`config.mk`:
```
export PLATFORM = sky130hd
export DESIGN_NAME = approx_err_monitor_flat
export DESIGN_NICKNAME = d
export VERILOG_FILES = /design/src/rtl/approx_err_monitor_if.sv /design/src/rtl/approx_err_monitor.sv /design/src/flat_wrapper.sv
export SDC_FILE = /design/constraint.sdc
export NUM_CORES = 1
export LEC_CHECK = 0
export ABC_CLOCK_PERIOD_IN_PS = 3300
export CAP_MARGIN = 20
export CORE_UTILIZATION = 30
export CTS_BUF_LIST = sky130_fd_sc_hd__clkbuf_8
export DETAILED_ROUTE_END_ITERATION = 8
export PLACE_DENSITY_LB_ADDON = 0.3
export SYNTH_ARGS = -nofsm -noshare
export SYNTH_HDL_FRONTEND = slang
export SYNTH_SLANG_ARGS = --single-unit
```
`constraint.sdc`:
```
create_clock -name clk -period 3.3 [get_ports clk]
set_input_delay 0.825 -clock clk [delete_from_list [all_inputs] [get_ports clk]]
set_output_delay 0.825 -clock clk [all_outputs]
set_load 0.01 [all_outputs]
```
`src/rtl/approx_err_monitor_if.sv`:
```
// Sample/result bundle between the approximate-adder harness and approx_err_monitor.
// X, Y and SUM keep the adder's own port names so traces line up with the adder.
interface approx_err_monitor_if #(
  parameter int N = 16,
  parameter int W = 10
);
  logic             start;
  logic             in_valid;
  logic [N-1:0]     X;
  logic [N-1:0]     Y;
  logic [N:0]       SUM;
  logic             busy;
  logic             done;
  logic [N+W:0]     ed_sum;
  logic [N:0]       ed_max;
  logic [W:0]       err_count;

  modport master (
    output start, in_valid, X, Y, SUM,
    input  busy, done, ed_sum, ed_max, err_count
  );

  modport slave (
    input  start, in_valid, X, Y, SUM,
    output busy, done, ed_sum, ed_max, err_count
  );
endinterface

```
`src/rtl/approx_err_monitor.sv`:
```
// Error-distance accumulator over a 2^W-sample window for approximate adders.
// Two-stage pipeline: exact sum, then |exact - SUM|, then accumulate.
module approx_err_monitor #(
  parameter int N = 16,
  parameter int W = 10
) (
  input  logic                 clk,
  input  logic                 rst,
  approx_err_monitor_if.slave  bus
);
  localparam logic [1:0] IDLE  = 2'd0;
  localparam logic [1:0] RUN   = 2'd1;
  localparam logic [1:0] DRAIN = 2'd2;
  localparam logic [1:0] DONE  = 2'd3;

  localparam logic [W:0] CNT_LAST = {1'b0, {W{1'b1}}};
  localparam logic [W:0] CNT_ONE  = {{W{1'b0}}, 1'b1};

  logic [1:0]   state_q, state_d;
  logic [W:0]   cnt_q, cnt_d;
  logic         busy_q, busy_d;
  logic         done_q, done_d;
  logic         s1_valid_q, s1_valid_d;
  logic [N:0]   s1_exact_q, s1_exact_d;
  logic [N:0]   s1_sum_q, s1_sum_d;
  logic         s2_valid_q, s2_valid_d;
  logic [N:0]   s2_ed_q, s2_ed_d;
  logic [N+W:0] ed_sum_q, ed_sum_d;
  logic [N:0]   ed_max_q, ed_max_d;
  logic [W:0]   err_count_q, err_count_d;
  logic         accept;

  always_comb begin
    state_d     = state_q;
    cnt_d       = cnt_q;
    ed_sum_d    = ed_sum_q;
    ed_max_d    = ed_max_q;
    err_count_d = err_count_q;
    accept      = 1'b0;

    if (s2_valid_q) begin
      ed_sum_d    = ed_sum_q + {{W{1'b0}}, s2_ed_q};
      ed_max_d    = (s2_ed_q > ed_max_q) ? s2_ed_q : ed_max_q;
      err_count_d = err_count_q + {{W{1'b0}}, (s2_ed_q != '0)};
    end

    // The window-open clear is placed after accumulation so it wins; the pipeline
    // is always empty in IDLE/DONE, so nothing is lost.
    case (state_q)
      IDLE, DONE: begin
        if (bus.start) begin
          state_d     = RUN;
          cnt_d       = '0;
          ed_sum_d    = '0;
          ed_max_d    = '0;
          err_count_d = '0;
        end
      end
      RUN: begin
        if (bus.in_valid) begin
          accept = 1'b1;
          cnt_d  = cnt_q + CNT_ONE;
          if (cnt_q == CNT_LAST) state_d = DRAIN;
        end
      end
      DRAIN: begin
        if (!s1_valid_q && !s2_valid_q) state_d = DONE;
      end
      default: state_d = IDLE;
    endcase

    busy_d = (state_d == RUN) || (state_d == DRAIN);
    done_d = (state_d == DONE);
  end

  always_comb begin
    s1_valid_d = accept;
    s1_exact_d = accept ? ({1'b0, bus.X} + {1'b0, bus.Y}) : s1_exact_q;
    s1_sum_d   = accept ? bus.SUM : s1_sum_q;
    s2_valid_d = s1_valid_q;
    s2_ed_d    = s2_ed_q;
    if (s1_valid_q) begin
      s2_ed_d = (s1_exact_q >= s1_sum_q) ? (s1_exact_q - s1_sum_q)
                                         : (s1_sum_q - s1_exact_q);
    end
  end

  always_ff @(posedge clk) begin
    if (rst) begin
      state_q     <= IDLE;
      cnt_q       <= '0;
      busy_q      <= 1'b0;
      done_q      <= 1'b0;
      s1_valid_q  <= 1'b0;
      s1_exact_q  <= '0;
      s1_sum_q    <= '0;
      s2_valid_q  <= 1'b0;
      s2_ed_q     <= '0;
      ed_sum_q    <= '0;
      ed_max_q    <= '0;
      err_count_q <= '0;
    end else begin
      state_q     <= state_d;
      cnt_q       <= cnt_d;
      busy_q      <= busy_d;
      done_q      <= done_d;
      s1_valid_q  <= s1_valid_d;
      s1_exact_q  <= s1_exact_d;
      s1_sum_q    <= s1_sum_d;
      s2_valid_q  <= s2_valid_d;
      s2_ed_q     <= s2_ed_d;
      ed_sum_q    <= ed_sum_d;
      ed_max_q    <= ed_max_d;
      err_count_q <= err_count_d;
    end
  end

  assign bus.busy      = busy_q;
  assign bus.done      = done_q;
  assign bus.ed_sum    = ed_sum_q;
  assign bus.ed_max    = ed_max_q;
  assign bus.err_count = err_count_q;
endmodule

```
`src/flat_wrapper.sv`:
```
// flat-port wrapper written by rule: the top's interface ports become plain ports
module approx_err_monitor_flat 
#(
  parameter int N = 16,
  parameter int W = 10
)
  (clk, rst, bus_start, bus_in_valid, bus_X, bus_Y, bus_SUM, bus_busy, bus_done, bus_ed_sum, bus_ed_max, bus_err_count);
  approx_err_monitor_if #(.N(N), .W(W)) bus_i ();
  input  logic clk;
  input  logic rst;
  input wire logic [$bits(bus_i.start)-1:0] bus_start;
  input wire logic [$bits(bus_i.in_valid)-1:0] bus_in_valid;
  input wire logic [$bits(bus_i.X)-1:0] bus_X;
  input wire logic [$bits(bus_i.Y)-1:0] bus_Y;
  input wire logic [$bits(bus_i.SUM)-1:0] bus_SUM;
  output wire logic [$bits(bus_i.busy)-1:0] bus_busy;
  output wire logic [$bits(bus_i.done)-1:0] bus_done;
  output wire logic [$bits(bus_i.ed_sum)-1:0] bus_ed_sum;
  output wire logic [$bits(bus_i.ed_max)-1:0] bus_ed_max;
  output wire logic [$bits(bus_i.err_count)-1:0] bus_err_count;
  assign bus_i.start = bus_start;
  assign bus_i.in_valid = bus_in_valid;
  assign bus_i.X = bus_X;
  assign bus_i.Y = bus_Y;
  assign bus_i.SUM = bus_SUM;
  assign bus_busy = bus_i.busy;
  assign bus_done = bus_i.done;
  assign bus_ed_sum = bus_i.ed_sum;
  assign bus_ed_max = bus_i.ed_max;
  assign bus_err_count = bus_i.err_count;
  approx_err_monitor #(.N(N), .W(W)) u_core (.clk(clk), .rst(rst), .bus(bus_i));
endmodule
```
==> results.sh <==
export IMPL_status="finished, final reports clean"
export IMPL_dr_pass1_iters=5
export IMPL_die_y_microns=166.8
export IMPL_synthCells=1005
export IMPL_pre_cts_ws_ps=-381.3
export IMPL_max_freq_ghz=0.3126
export IMPL_clock_sinks=123
export IMPL_power_switching_uw=1371
export IMPL_grt_overflow=0
export IMPL_synth_compound_area_share_pct=18.84
export IMPL_cts_root_buffer="clkbuf_8"
export IMPL_drive_above_1_share_pct=7.713
export IMPL_fin_tns_setup_ps=0
export IMPL_synth_top_family_by_area="simple AND/OR/NAND/NOR gates"
export IMPL_skew_ps=13.60
export IMPL_fin_nets=1274
export IMPL_wl_mm=20.11
export IMPL_critPathMaxFanout=3
export IMPL_hpwlAfterDp_mm=15.69
export IMPL_r2r_cells=10
export IMPL_cts_buffers=17
export IMPL_critPathArrivalTime_ps=3530
export IMPL_rsz0062_at_grt="false"
export IMPL_ys_warn_count=0
export IMPL_end_kind="flop"
export IMPL_gp_congestion=0.8803
export IMPL_worstMarginPinSlew_ps=663.6
export IMPL_h_tree_depth=4
export IMPL_start_util_pct=30.92
export IMPL_detail_route_wl_per_cell_microns=13.63
export IMPL_start_kind="input port"
export IMPL_antenna_found_initial=0
export IMPL_layout_min_cycle_time_ps=3199
export IMPL_die_area_sq_mm=0.02783
export IMPL_pwr_share_clk_pct=34.3
export IMPL_worstPathRequired_ps=3630
export IMPL_hp_class="flop to flop"
export IMPL_final_cell_area_sq_mm=0.01017
export IMPL_power_uw=4252
export IMPL_netlist_cell_type_count=70
export IMPL_synth_fa_ha_area_share_pct=14.65
export IMPL_yosysMostFrequentCell="dfxtp_1"
export IMPL_maxSlewHeadroom_pct=55.27
export IMPL_clock_latency_ps=460
export IMPL_nFillCells=2714
export IMPL_ys_seq_area_share_pct=30.22
export IMPL_synth_edf_count=0
export IMPL_slew_viol_final=0
export IMPL_remaining_drc_errors=0
export IMPL_power_density_mw_per_mm2=418.1
export IMPL_grtUsageTotal_pct=14.61
export IMPL_syn_to_final_growth_pct=24.78
export IMPL_rows=59
export IMPL_peakVddDrop_v=0.0002212
export IMPL_synth_area_leaders="dfxtp_1, ha_1, nor2_1, a21oi_1, nand2_1"
export IMPL_num_io_pins=110
export IMPL_placed_area_sq_mm=0.009734
export IMPL_vias=7178
export IMPL_synth_area_mux_share_pct=5.051
export IMPL_final_util_pct=38.58
export IMPL_syn_area_sq_mm=0.008149
export IMPL_cts_setup_buffers=0
export IMPL_hold_depth=2
export IMPL_synth_seq_cells=123
export IMPL_p_comb_share_pct=29.0
export IMPL_power_leakage_uw=0.004002
export IMPL_via_per_inst=4.863
export IMPL_crit_type="input port to flop"
export IMPL_grt_max_degree=41
export IMPL_cts_tree="done"
export IMPL_async_reset_ff_share_pct=0
export IMPL_clkTransAtPathRegs_ps=70
export IMPL_grt_pass1_wl_mm=33.18
export IMPL_synth_nets=1151
export IMPL_fin_crit_sh_pct=96.93
export IMPL_avgSynthCellArea_sq_um=8.109
export IMPL_netlist_top_cells_count="dfxtp_1, nor2_1, nand2_1, ha_1, a21oi_1"
export IMPL_core_area_sq_mm=0.02635
export IMPL_p_sw_share_pct=32.25
export IMPL_hold_viol_final=0
export IMPL_intPower_uw=2880
export IMPL_antennaDiodeCount=0
export IMPL_die_w_microns=166.8
export IMPL_grt_pass1_vias=6606
export IMPL_clockBufferDepth=2
export IMPL_synth_main_ff_cell="dfxtp_1"
export IMPL_numPortBuffers=109
export IMPL_yosys_area_share_simple_pct=19.68
export IMPL_yosysTopAreaCell="dfxtp_1"
export IMPL_drt_iter0_markers=318
export IMPL_synth_top_area_share_pct=30.22
export IMPL_drv_cap=0
export IMPL_synthXorXnorAreaFrac_pct=5.696
export IMPL_setup_violations_final=0
export IMPL_p_seq_share_pct=36.7
export IMPL_finalWorstSetupSlack_ps=101.3
export IMPL_drtAntennaViolNets=0
through the flow:
step           std cells  hold slack (ps)
2_1_floorplan       1005            436.3
3_3_place_gp        1444            445.8
3_5_place_dp        1444            453.9
4_1_cts             1476            464.9
5_1_grt             1476            493.0
6_report            1476            470.9
worst max-delay path, cell delays in order:
cell	delay [ps]
clkdlybuf4s50_1	420
ha_1	290
a21o_1	160
a21o_1	190
a2111oi_1	410
o21bai_1	170
a21o_1	210
a41o_1	260
o41a_1	320
mux2i_1	170
o31ai_1	90
metal layers:
| metal | up-vias | GRT usage (%) | part of all wire [%] |
|---|---|---|---|
| li1 | 3745 | - | - |
| met1 | 3244 | 20.69 | 52 |
| met2 | 171 | 22.14 | 42 |
| met3 | 18 | 3.137 | 4.6 |
| met4 | 0 | 4.147 | 0.90 |
| met5 | - | 0 | 0 |
worst paths after layout:
path / slack (ps) / startpoint / endpoint
setup / recovery: 100 / bus_Y[1] / u_core.s1_exact_q[15]
hold reg to reg: 470 / u_core.s1_sum_q[16] / u_core.s1_sum_q[16]
hold / removal: 470 / u_core.s1_sum_q[16] / u_core.s1_sum_q[16]
setup reg to reg: 240 / u_core.s1_sum_q[14] / u_core.s2_ed_q[15]
kinds of logic after synthesis:
kind of cell / count (synthesis)
AO/OA/AOI/OAI: 232
XOR/XNOR: 53
adder cells (fa/ha/maj): 93
buffers and inverters: 119
flip-flops: 123
multiplexers: 41
AND/OR/NAND/NOR: 344
power groups by stage:
stage / sequential (uW) / combinational (uW) / clock [uW]
3_3_place_gp: 1590 / 1220 / 0
3_5_place_dp: 1600 / 1230 / 0
6_report: 1560 / 1230 / 1460
4_1_cts: 1560 / 1230 / 1500
5_1_grt: 1570 / 1370 / 1560
2_1_floorplan: 1580 / 908 / 0
flip-flops by register name, indices dropped and copies added, names as in the netlist, 2 cells and up:
register and count:
u_core.cnt_q 11, u_core.bus.ed_max 17, u_core.s2_ed_q 17, u_core.state_q 2, u_core.s1_sum_q 17, u_core.bus.ed_sum 27
u_core.bus.err_count 11, u_core.s1_exact_q 17
timing repair:
item,in CTS,in global routing
endpoints found under the setup margin,0,2
gates resized for setup,0,3
hold buffers,0,0
cell type report:
cell class,instances,area (sq um),share of cell area (%)
timing repair buffer,143,1341,13.19
sequential,123,2462,24.22
multi-input combinational,763,5221,51.35
clock inverter,13,162.7,1.600
tap,335,419.2,4.122
inverter,80,300.3,2.953
clock buffer,19,261.5,2.572
placed cells by master (no fill, tap or decap), drive strengths merged, types with 4 or more instances in the layout:
cell type      count
clkbuf            19
and3               7
xor2              23
nor2b             16
o21a              11
a211oi            13
o21ai             43
ha                89
nor2             111
or4                6
o21bai             5
nand4             16
fa                 4
nor4               4
buf               35
nand2b             8
nand2            107
nand3             22
a31oi              5
a221oi             4
inv               83
o211ai             4
nor3              17
or2                5
o311ai             6
dfxtp            123
a21oi             81
nor3b              4
a22oi              4
a21o              27
mux2i             40
xnor2             30
clkinv             4
and2               5
or3                8
clkdlybuf4s50    108
(Power assumes the default switching activity.)
